[src/rtl/instr_stream_gen.sv]
// instr_stream_gen: transmit side of the experiment FSM instruction bus.
// Buffers 32-bit CPU words {repeat, instr} in a FIFO and expands each word
// into repeat+1 back-to-back beats on a 16-bit AXI-stream. Raises halt once a
// program marked by load_done has fully drained.
//
// Optional feature macro: ISING_INSTR_REPEAT_EN
//   defined   : cpu_tdata[31:16] sets the repeat count of each word.
//   undefined : repeat field ignored, every word yields exactly one beat.
//
// Ports:
//   clk, rst           clock, asynchronous active-high reset
//   cpu_tdata/tvalid   CPU word in, {repeat[31:16], instr[15:0]}
//   cpu_tready         combinational FIFO space available (0 in reset/flush)
//   load_done          pulse marking the end of the loaded program
//   flush              synchronous clear of FIFO, output stage, flags, counter
//   instr_axis_*       16-bit instruction stream to the experiment FSM
//   halt               program end committed and fully drained (sticky)
//   fill_level         FIFO occupancy, output stage excluded
//   underrun           sticky starvation flag mid-program
//   issued_count       handshaked beats since reset/flush (wraps)
module instr_stream_gen #(
  parameter int unsigned FIFO_DEPTH = 16,
  parameter int unsigned CNT_W      = 32
) (
  input  logic                          clk,
  input  logic                          rst,
  input  logic [31:0]                   cpu_tdata,
  input  logic                          cpu_tvalid,
  output logic                          cpu_tready,
  input  logic                          load_done,
  input  logic                          flush,
  output logic [15:0]                   instr_axis_tdata,
  output logic                          instr_axis_tvalid,
  input  logic                          instr_axis_tready,
  output logic                          halt,
  output logic [$clog2(FIFO_DEPTH):0]   fill_level,
  output logic                          underrun,
  output logic [CNT_W-1:0]              issued_count
);

  localparam int unsigned AW = $clog2(FIFO_DEPTH);
  localparam int unsigned FW = AW + 1;

  typedef struct packed {
    logic [15:0] rep;
    logic [15:0] instr;
  } cpu_word_t;

  typedef enum logic {
    ST_EMPTY = 1'b0,
    ST_EMIT  = 1'b1
  } state_e;

  cpu_word_t         mem [FIFO_DEPTH];
  logic [AW-1:0]     wr_ptr_q, wr_ptr_d;
  logic [AW-1:0]     rd_ptr_q, rd_ptr_d;
  logic [FW-1:0]     fill_q, fill_d;
  state_e            state_q, state_d;
  logic [15:0]       tdata_q, tdata_d;
  logic [15:0]       rem_q, rem_d;
  logic              prog_end_q, prog_end_d;
  logic              halt_q, halt_d;
  logic              underrun_q, underrun_d;
  logic              issued_any_q, issued_any_d;
  logic [CNT_W-1:0]  cnt_q, cnt_d;

  cpu_word_t         head;
  logic [15:0]       rem_load;
  logic              fifo_nempty;
  logic              fifo_full;
  logic              push;
  logic              pop;
  logic              hs;
  logic              beat_cnt;

  assign head        = mem[rd_ptr_q];
  assign fifo_nempty = (fill_q != '0);
  assign fifo_full   = (fill_q == FW'(FIFO_DEPTH));
  assign cpu_tready  = !rst && !flush && !fifo_full;
  assign push        = cpu_tvalid && cpu_tready;
  assign hs          = (state_q == ST_EMIT) && instr_axis_tready;
  assign beat_cnt    = hs && !flush;

`ifdef ISING_INSTR_REPEAT_EN
  assign rem_load = head.rep;
`else
  // Repeat field is stored but never consumed in this build.
  logic unused_rep;
  assign unused_rep = ^head.rep;
  assign rem_load   = '0;
`endif

  // Output stage: load on empty, count down repeats, reload with no bubble.
  always_comb begin
    state_d = state_q;
    tdata_d = tdata_q;
    rem_d   = rem_q;
    pop     = 1'b0;
    if (flush) begin
      state_d = ST_EMPTY;
      tdata_d = '0;
      rem_d   = '0;
    end else begin
      unique case (state_q)
        ST_EMPTY: begin
          if (fifo_nempty) begin
            pop     = 1'b1;
            tdata_d = head.instr;
            rem_d   = rem_load;
            state_d = ST_EMIT;
          end
        end
        ST_EMIT: begin
          if (hs) begin
            if (rem_q != '0) begin
              rem_d = rem_q - 16'd1;
            end else if (fifo_nempty) begin
              pop     = 1'b1;
              tdata_d = head.instr;
              rem_d   = rem_load;
            end else begin
              state_d = ST_EMPTY;
            end
          end
        end
        default: state_d = ST_EMPTY;
      endcase
    end
  end

  // FIFO pointers and occupancy; push and pop on the same edge cancel.
  always_comb begin
    wr_ptr_d = wr_ptr_q;
    rd_ptr_d = rd_ptr_q;
    fill_d   = fill_q;
    if (flush) begin
      wr_ptr_d = '0;
      rd_ptr_d = '0;
      fill_d   = '0;
    end else begin
      if (push) wr_ptr_d = wr_ptr_q + AW'(1);
      if (pop)  rd_ptr_d = rd_ptr_q + AW'(1);
      unique case ({push, pop})
        2'b10:   fill_d = fill_q + FW'(1);
        2'b01:   fill_d = fill_q - FW'(1);
        default: fill_d = fill_q;
      endcase
    end
  end

  // Flags and beat counter; flush wins over load_done and a same-cycle beat.
  always_comb begin
    prog_end_d   = prog_end_q;
    halt_d       = halt_q;
    underrun_d   = underrun_q;
    issued_any_d = issued_any_q;
    cnt_d        = cnt_q;
    if (flush) begin
      prog_end_d   = 1'b0;
      halt_d       = 1'b0;
      underrun_d   = 1'b0;
      issued_any_d = 1'b0;
      cnt_d        = '0;
    end else begin
      prog_end_d   = prog_end_q || load_done;
      halt_d       = halt_q || (prog_end_q && !fifo_nempty && (state_q == ST_EMPTY));
      underrun_d   = underrun_q || (instr_axis_tready && (state_q == ST_EMPTY) &&
                                    !prog_end_q && issued_any_q);
      issued_any_d = issued_any_q || beat_cnt;
      if (beat_cnt) cnt_d = cnt_q + CNT_W'(1);
    end
  end

  // FIFO storage (no reset needed, guarded by pointers).
  always_ff @(posedge clk) begin
    if (push) mem[wr_ptr_q] <= cpu_word_t'(cpu_tdata);
  end

  always_ff @(posedge clk or posedge rst) begin
    if (rst) begin
      wr_ptr_q     <= '0;
      rd_ptr_q     <= '0;
      fill_q       <= '0;
      state_q      <= ST_EMPTY;
      tdata_q      <= '0;
      rem_q        <= '0;
      prog_end_q   <= 1'b0;
      halt_q       <= 1'b0;
      underrun_q   <= 1'b0;
      issued_any_q <= 1'b0;
      cnt_q        <= '0;
    end else begin
      wr_ptr_q     <= wr_ptr_d;
      rd_ptr_q     <= rd_ptr_d;
      fill_q       <= fill_d;
      state_q      <= state_d;
      tdata_q      <= tdata_d;
      rem_q        <= rem_d;
      prog_end_q   <= prog_end_d;
      halt_q       <= halt_d;
      underrun_q   <= underrun_d;
      issued_any_q <= issued_any_d;
      cnt_q        <= cnt_d;
    end
  end

  assign instr_axis_tdata  = tdata_q;
  assign instr_axis_tvalid = (state_q == ST_EMIT);
  assign halt              = halt_q;
  assign fill_level        = fill_q;
  assign underrun          = underrun_q;
  assign issued_count      = cnt_q;

endmodule

[config.mk]
export PLATFORM = sky130hd
export DESIGN_NAME = instr_stream_gen
export DESIGN_NICKNAME = d
export VERILOG_FILES = /design/src/rtl/instr_stream_gen.sv
export SDC_FILE = /design/constraint.sdc
export NUM_CORES = 1
export LEC_CHECK = 0
export CAP_MARGIN = 20
export CELL_PAD_IN_SITES_DETAIL_PLACEMENT = 0
export CELL_PAD_IN_SITES_GLOBAL_PLACEMENT = 1
export CORE_MARGIN = 4
export CORE_UTILIZATION = 46
export DETAILED_ROUTE_END_ITERATION = 6
export PLACE_DENSITY_LB_ADDON = 0.1
export SLEW_MARGIN = 40
export SYNTH_ARGS = -nofsm -noshare
export SYNTH_HDL_FRONTEND = slang
export SYNTH_SLANG_ARGS = --single-unit
[constraint.sdc]
create_clock -name clk -period 2.9 [get_ports clk]
set_input_delay 0.58 -clock clk [delete_from_list [all_inputs] [get_ports clk]]
set_output_delay 0.58 -clock clk [all_outputs]
set_load 0.01 [all_outputs]
# Word-level counts from Yosys, hierarchy flattened
# Memory sizes are Yosys's and may differ from the RTL's.
# Index checks and enable logic that the tools add are counted.
[totals] ff_bits=82 romBits=0 ramBits=512 out_inout_bits=57 mem_count=1 input_bits=38 latch_bits=0
[classes] mul=0 reduce_logical=26 n_div=0 order_cmp=0 bitwise_logic=1 add_sub_neg=6 n_mux=33 n_eq_ne=5 n_shift=0
[mem_list] name="mem" depth=16 word_bits=32 rd=1 rd_ports_with_merged_regs=0 write_ports=1 line_no="54" rtl="cpu_word_t mem [FIFO_DEPTH];"
[ops] op="two-way mux 16 bit" count=8
[ops] op="two-way mux 32 bit" count=2
[ops] op="case mux 16 bit (2 select lines)" count=2
[ops] op="adder 32 x 1 -> 32 bit, second input constant" count=1
[ops] op="two-way mux 4 bit" count=4
[ops] op="nonzero test 16 bit" count=1
[ops] op="subtractor 16 x 1 -> 16 bit, second input constant" count=1
[ops] op="two-way mux 1 bit" count=13
[ops] op="logical AND 1 bit" count=10
[ops] op="case mux 5 bit (2 select lines)" count=1
[ops] op="adder 4 x 1 -> 4 bit, second input constant" count=2
[ops] op="nonzero test 2 bit" count=3
[ops] op="adder 5 x 1 -> 5 bit, second input constant" count=1
[ops] op="equality test 5 bit, second input constant" count=1
[ops] op="zero test 1 bit" count=5
[ops] op="two-way mux 5 bit" count=1
[ops] op="nonzero test 5 bit" count=1
[ops] op="subtractor 5 x 1 -> 5 bit, second input constant" count=1
[ops] op="logical OR 1 bit" count=4
[ops] op="case mux 1 bit (2 select lines)" count=2
[ops] op="!= test 3 x 2 -> 1 bit, second input constant" count=1
[ops] op="!= test 3 bit, second input constant" count=1
[ops] op="nonzero test 3 bit" count=1
[ops] op="equality test 2 x 1 -> 1 bit, second input constant" count=1
[ops] op="other kinds (3)" count=3

# Logic depth before layout (Yosys ltp)
# Gate-level depths: netlist (run 1).
[depth] depth_word=9 mapped_depth=12 ltp_nobuf=12

# Least setup slack after synthesis (run 1)
# No wires, ideal clock.
[synth_path] path_kind="register to register" from="reg rem_q[0]" to="reg fill_q[4], in the netlist fill_level[4]" n_path_buf=0 synth_period_minus_slack_ns=2.934 path_slack_ns=-0.034 t_arrival_ns=2.854 stages_incl_launch_ff=12 required_ns=2.821 path_cell_list="dfrtp_1 > inv_1 > ha_1 > or4b_1 > o41a_1 > nor2_4 > and3_1 > xor2_1 > ha_1 > or3_1 > a31oi_1 > mux2i_1"
[synth_via] elab_chain_len=8 elab_cells_between_ends=10 classes_between="eq/ne: 2; mux: 6; reduce/logical: 2"
[synth_lines] item="start: declaration" line_no="60" rtl="logic [15:0] rem_q, rem_d;"
[synth_lines] item="start signal: assignment" line_no="198" rtl="rem_q <= rem_d;"
[synth_lines] item="nonzero test 16 bit (*)" line_no="115" rtl="if (rem_q != '0) begin"
[synth_lines] item="two-way mux 1 bit (*)" line_no="115"
[synth_lines] item="two-way mux 1 bit (*)" line_no="114" rtl="if (hs) begin"
[synth_lines] item="case mux 1 bit (2 select lines) (*)" line_no="104" rtl="unique case (state_q)"
[synth_lines] item="two-way mux 1 bit (*)" line_no="99" rtl="if (flush) begin"
[synth_lines] item="equality test 2 x 1 -> 1 bit / equality test 2 bit (equally long branches)" line_no="143" rtl="unique case ({push, pop})"
[synth_lines] item="case mux 5 bit (2 select lines)" line_no="143"
[synth_lines] item="two-way mux 5 bit" line_no="136" rtl="if (flush) begin"
[synth_lines] item="end signal: assignment" line_no="195" rtl="fill_q <= fill_d;"
[synth_lines] item="end: declaration" line_no="57" rtl="logic [FW-1:0] fill_q, fill_d;"
# Mark *: on every way between the ends. The rest lies on a longest branch, timed or not.
# A chain may end at the register's enable or synchronous reset.

# Worst setup path after layout (run 1)
# Ends and elaborated chain as after synthesis.

==> metrics.cfg, run 1 <==
[pwr]
comb_power_share_pct = 28.6
power.internal_mw = 10.6
cellLeakagePower_nw = 5.99
p_switching_mw = 4.32
power.density_nw_per_um2 = 871
ir_drop_mv = 0.460
p_sw_share_pct = 29.0
power_frac_seq_pct = 38.5
clkPwrFrac_pct = 32.8

[clock_tree]
clockBufferDepth = 3
clk_pin_slew_ps = 60
cts_hold_buf = 0
root_buffer = clkbuf_16
cts_tree = built
cts.sinks = 338
cts_htree_levels = 2
cts_buffers = 37
clock_latency_ps = 530

[outcome]
status = complete, no violations

[critical_path]
worst-r2r-cell-count = 11
arrival_ps = 3290
timing.rr.end = fill_level[4]$_DFFE_PP0P_
crit_path_start_kind = flip-flop
critPathCaptureType = flip-flop
crit_buf_inv = 1
max_stage_delay_ps = 470
crit_fanout = 5
timing.rr.start = rem_q[0]$_DFFE_PP0P_
path_cells = inv_2 > ha_1 > or4b_4 > o41a_1 > nor2_4 > and3_4 > xor2_2 > ha_2 > or3_1 > a31oi_1 > mux2i_1
critPathSlowestCell = or4b_4
r2r_slack_ps = 60
crit_cells = 11
critPathRequiredTime_ps = 3350
cp_top_family = simple AND/OR/NAND/NOR gates
path_class = flip-flop to flip-flop

[synth]
seq_area_frac_synth_pct = 70.1
synthesis.instances = 807
synth_edf_count = 256
synth_commonest_cells = edfxtp_1 (256), dfrtp_1 (82), mux4_2 (80)
yosys.cell_count.top_type = edfxtp_1
async_reset_ff_share_pct = 24.3
synth_area_per_cell_um2 = 17.2
synth_cell_types = 54
yosys_warnings = 0
syn_nets = 855
netlist_area_um2 = 13900
ys.flop_type = edfxtp_1
ys_top_cells_by_area = edfxtp_1 (55%), dfrtp_1 (15%), mux4_2 (13%), nor2_1 (1.6%), xor2_1 (1.5%)
yosysTopAreaCell = edfxtp_1
yosysTopAreaCellShare_pct = 55.4
ys_seq_elements = 338

[global_routing]
grt_first_pass_wirelength_um = 47600
grt_overflow = 0
grt_usage_pct = 18.7
first_global_vias = 8035
grt_max_degree = 44
antenna_found_initial = 0

[final_layout]
drive_gt1_share_pct = 24.6
area_growth_syn_to_layout_pct = 23.0
nets = 1013
diodes = 0
fin_util_pct = 57.5

[floorplanning]
rows = 63
io-pin-count = 95
core_um2 = 29700
die_w_um = 182
die-area_um2 = 33000
initial_core_util_pct = 46.7
die_y_um = 182

[routing]
antenna_left = 0
vias = 7863
drtIter0Drc = 617
wl_um = 30500
drtPass1Iterations = 5
vias_per_cell = 5.69
drc_errors = 0
wire_per_inst_um = 22.1

[timing]
max_freq_ghz = 0.352
fin_crit_sh_pct = 98.1
tns_ps = 0
skew_ps = 15.7
worstMarginPinSlew_ps = 679
setup_viol = 0
rsz0062_at_grt = yes
relSlewSlack_pct = 54.7
drv_slew = 0
finalCriticalPeriod_ps = 2840
hold_violations = 0

[placed_design]
globalplace.congestion = 0.841
portBuffers = 78
dp_hpwl_um = 19100

[hold_path]
hp-class = input pin to async pin

[run]
max-cap-violations = 0

## timing repair
item,CTS,global route
pin swaps,2,1
gates resized for setup,5,2
buffers inserted,1,1
setup endpoints to repair,2,3
## area by class of cell
cell class / count / area (µm²)
tap: 390 / 488
multi-input combinational: 417 / 3960
timing repair buffer: 159 / 1550
clock buffer: 42 / 986
fill: 2247 / 12600
inverter: 12 / 46.3
sequential: 338 / 9740
clock inverter: 25 / 309
## metal layers
metal  wire (µm)  global-route usage (%)
met3        1810                    3.85
met1       12900                    26.2
met5           0                       0
met2       15300                    30.8
met4         517                    3.96
## power by group through the flow
stage | logic [mW] | clock network (mW) | registers (mW)
after floorplan | 2.53 | 0 | 5.85
after global placement | 4.07 | 0 | 5.81
after detailed placement | 4.17 | 0 | 5.82
after CTS | 4.24 | 5.01 | 5.73
after global routing | 4.64 | 5.24 | 5.76
final | 4.26 | 4.88 | 5.73
## layout by cell type, fill, tap and decap left out, types with 8 or more instances in the layout
| cell | synthesis | layout |
|---|---|---|
| and3_1 | 11 | 10 |
| nand3_1 | 26 | 26 |
| and4_1 | 11 | 11 |
| o21ai_0 | 20 | 20 |
| buf_4 | 1 | 68 |
| a22o_1 | 18 | 18 |
| xnor2_1 | 14 | 14 |
| dfrtp_1 | 82 | 80 |
| nor2_1 | 60 | 60 |
| clkdlybuf4s50_1 | 0 | 77 |
| a21oi_1 | 21 | 20 |
| clkbuf_16 | 0 | 38 |
| buf_12 | 0 | 13 |
| clkinv_2 | 0 | 13 |
| edfxtp_1 | 256 | 256 |
| and2_1 | 12 | 12 |
| nand4_1 | 8 | 8 |
| xor2_1 | 23 | 22 |
| mux4_2 | 80 | 80 |
| inv_1 | 12 | 9 |
| ha_1 | 10 | 9 |
| nor3_1 | 12 | 12 |
| nand2_1 | 26 | 26 |
## per-stage QoR
step	power, mW	setup WS, ps	hold slack, ps	area [µm²]	cells
floorplan	8.38	-33.7	440	13900	807
global placement	9.88	-20.9	471	15700	1314
detailed placement	9.99	-61.4	494	15700	1314
CTS	15.0	-6.45	429	17100	1382
global route	15.6	-47.0	466	17100	1383
finish	14.9	56.5	438	17100	1383
## state kept, by name, indices dropped and copies added, names as in the netlist
name,cells
mem,256
issued_count,32
instr_axis_tdata,16
rem_q,16
fill_level,5
rd_ptr_q,4
wr_ptr_q,4
halt,1
instr_axis_tvalid,1
issued_any_q,1
prog_end_q,1
underrun,1
## cell families (layout without fill, tap and decap cells)
| logic type | after synthesis | after routing | synth area share [%] |
|---|---|---|---|
| buf+inv | 52 | 238 | 1.54 |
| simple gates | 201 | 201 | 7.68 |
| mux | 82 | 82 | 13.1 |
| flops | 338 | 338 | 70.1 |
| xor+xnor | 37 | 37 | 2.33 |
| compound gates | 87 | 87 | 4.29 |
| fa+ha+maj | 10 | 10 | 0.901 |
## worst max-delay path by stage
stage / from / end / slack, ps
3_3_place_gp: rem_q[0]$_DFFE_PP0P_ / fill_level[4]$_DFFE_PP0P_ / -20
6_report: rem_q[0]$_DFFE_PP0P_ / fill_level[4]$_DFFE_PP0P_ / 60
2_1_floorplan: rem_q[0]$_DFFE_PP0P_ / fill_level[4]$_DFFE_PP0P_ / -30
3_5_place_dp: rem_q[0]$_DFFE_PP0P_ / fill_level[4]$_DFFE_PP0P_ / -60
4_1_cts: rem_q[0]$_DFFE_PP0P_ / fill_level[4]$_DFFE_PP0P_ / -6
5_1_grt: rem_q[0]$_DFFE_PP0P_ / fill_level[4]$_DFFE_PP0P_ / -50
No activity file was read; power rests on OpenSTA's default activity.
==> run 2, diff against run 1 <==
--- a/config.mk
+++ b/config.mk
@@ -5,12 +5,14 @@
 export SDC_FILE = /design/constraint.sdc
 export NUM_CORES = 1
 export LEC_CHECK = 0
+export ABC_CLOCK_PERIOD_IN_PS = 2900
 export CAP_MARGIN = 20
 export CELL_PAD_IN_SITES_DETAIL_PLACEMENT = 0
 export CELL_PAD_IN_SITES_GLOBAL_PLACEMENT = 1
 export CORE_MARGIN = 4
 export CORE_UTILIZATION = 46
 export DETAILED_ROUTE_END_ITERATION = 6
+export GPL_TIMING_DRIVEN = 0
 export PLACE_DENSITY_LB_ADDON = 0.1
 export SLEW_MARGIN = 40
 export SYNTH_ARGS = -nofsm -noshare
==> run 2 against run 1 <==
The run now ends with setup timing left; first-iteration DRC count is 0.97% lower; clock skew is 1.9 ps higher; utilization is 0.66 points lower; cell count is 1.4% lower; register-to-register slack worse by 90 ps; worst hold slack better by 63 ps; wire length is 8.6% higher; die area stayed put; maximum frequency is 3.2% lower; largest power group unchanged.
==> metrics.cfg, run 2 (synthesis gave the netlist of run 1 again) <==
[timing]
finalCriticalPeriod_ps = 2940  ; +92.6 ps
hold_slack_ps = 501  ; +62.9 ps
fin_ws_ps = -36.0  ; -92.6 ps
worstMarginPinSlew_ps = 906  ; +226 ps
tns_ps = -36.0  ; -36.0 ps
hold_violations = 0  ; unchanged
drv_slew = 0  ; unchanged
fin_crit_sh_pct = 101  ; +3.2 points
max_freq_ghz = 0.341  ; -3.2%
rsz0062_at_grt = yes
skew_ps = 17.6  ; +1.94 ps
relSlewSlack_pct = 39.6  ; -15 points
setup_viol = 1  ; +1

[placed_design]
placedInstanceArea_um2 = 15200  ; -3.4%
portBuffers = 77  ; -1.3%
dp_hpwl_um = 19700  ; +3.0%
globalplace.congestion = 0.821  ; -2.4%

[run]
max-cap-violations = 0  ; unchanged

[clock_tree]
clk_pin_slew_ps = 60  ; about the same
clock_latency_ps = 530  ; about the same
cts_tree = built
cts_buffers = 37  ; unchanged
clockBufferDepth = 3  ; unchanged
cts.sinks = 338  ; unchanged
cts_htree_levels = 2  ; unchanged
root_buffer = clkbuf_16

[critical_path]
critPathRequiredTime_ps = 3350  ; about the same
r2r_slack_ps = -40  ; -90 ps
timing.rr.start = rem_q[6]$_DFFE_PP0P_
crit_path_start = rem_q[6]$_DFFE_PP0P_
timing.rr.end = fill_level[4]$_DFFE_PP0P_
crit_fanout = 5  ; unchanged
worst-r2r-cell-count = 9  ; -2
arrival_ps = 3380  ; +90 ps
path_class = flip-flop to flip-flop
crit_path_start_kind = flip-flop
critPathCaptureType = flip-flop

[pwr]
ir_drop_mv = 0.480  ; +4.3%
power.density_nw_per_um2 = 906  ; +4.0%
cellLeakagePower_nw = 5.84  ; -2.5%

[final_layout]
area_growth_syn_to_layout_pct = 21.6
nets = 993  ; -2.0%
final_cell_mix = edfxtp_1 (256), mux4_2 (80), dfrtp_1 (79)
largest_register_ffs = 256  ; unchanged
final_cell_area_um2 = 16900  ; -1.2%
regMostFlops = mem
diodes = 0  ; unchanged
drive_gt1_share_pct = 23.3  ; -1.3 points
final_common_cell = edfxtp_1

[global_routing]
grt_usage_pct = 20.1  ; +1.5 points
first_global_vias = 8091  ; +0.70%
grt_overflow = 0  ; unchanged
antenna_found_initial = 0  ; unchanged
grt_first_pass_wirelength_um = 50200  ; +5.6%
grt_max_degree = 49  ; +11%

[routing]
drc_errors = 0  ; unchanged
vias = 7919  ; +0.71%
drtIter0Drc = 611  ; -0.97%
vias_per_cell = 5.81  ; +2.1%
antenna_left = 0  ; unchanged
drtPass1Iterations = 5  ; unchanged
wl_um = 33200  ; +8.6%
wire_per_inst_um = 24.3  ; +10%

[floorplanning]
rows = 63  ; unchanged
core_um2 = 29700  ; unchanged
die_w_um = 182  ; unchanged
die_y_um = 182  ; unchanged
die-area_um2 = 33000  ; unchanged
initial_core_util_pct = 46.7  ; unchanged
io-pin-count = 95  ; unchanged

[outcome]
status = finished with violations
violations = setup timing

[hold_path]
hp-class = input pin to async pin

## run 2: cell types whose count changed in the layout (fill, tap and decap cells not counted), moves of 5 or more
cell | before | now
and2_4 | 0 | 8
and2_1 | 12 | 4
clkinv_2 | 13 | 6
buf_4 | 68 | 20
clkbuf_2 | 0 | 13
clkbuf_1 | 2 | 20
buf_12 | 13 | 4
buf_2 | 1 | 6
## run 2: worst max-delay path by stage
stage,to,cells after the start
after floorplan,fill_level[4]$_DFFE_PP0P_,11
after global placement,instr_axis_tdata[3]$_DFFE_PP0P_,2
after detailed placement,mem[7][15]$_DFFE_PP_,8
after CTS,fill_level[4]$_DFFE_PP0P_,10
after global routing,fill_level[2]$_DFFE_PP0P_,10
final,fill_level[4]$_DFFE_PP0P_,9
## run 2: area by class of cell
type | count | area (µm²)
flip-flops and latches | 338 | 9740
fillers | 2306 | 12800
inverters | 12 | 50.0
well taps | 390 | 488
multi-input cells | 417 | 4050
repair buffers | 101 | 1020
plain buffers | 38 | 181
clock inverters | 19 | 322
clock buffers | 49 | 1030
## run 2: per-layer routing
metal  track usage (%)  wire length (µm)
met5                 0                 0
met4              5.40               722
met3              3.57              1860
met2              33.1             16300
met1              28.2             14300
## run 2: what timing repair did
action	CTS	global route
setup endpoints to repair	47	271
hold buffers	0	0
resized for setup	14	24
pin swaps	5	8
buffers inserted	7	16
cloned	0	0
## run 2: stage by stage
stage / setup WS, ps / power (mW) / std cells / utilization [%]
after floorplan: -33.7 / 8.38 / 807 / -
after global placement: -1360 / 9.58 / 1274 / 51.0
after detailed placement: -511 / 9.71 / 1275 / 51.2
after CTS: -115 / 15.1 / 1350 / 56.0
after global routing: -131 / 16.0 / 1364 / 56.8
final: -36.0 / 15.3 / 1364 / 56.8
## run 2: where the power goes
group	total, mW	switching, mW	leakage [nW]	internal, mW
combinational	4.34	2.31	1.75	2.03
clock	5.16	1.92	0.661	3.25
sequential	5.79	0.287	3.42	5.50
## run 2: critical path: stages (launching register included)
cell	delay, ps
dfrtp_2	430
or4_4	580
o41a_1	490
nor2_4	140
and3_4	200
xor2_1	70
ha_2	220
or3_1	320
a31oi_2	200
mux2i_1	210
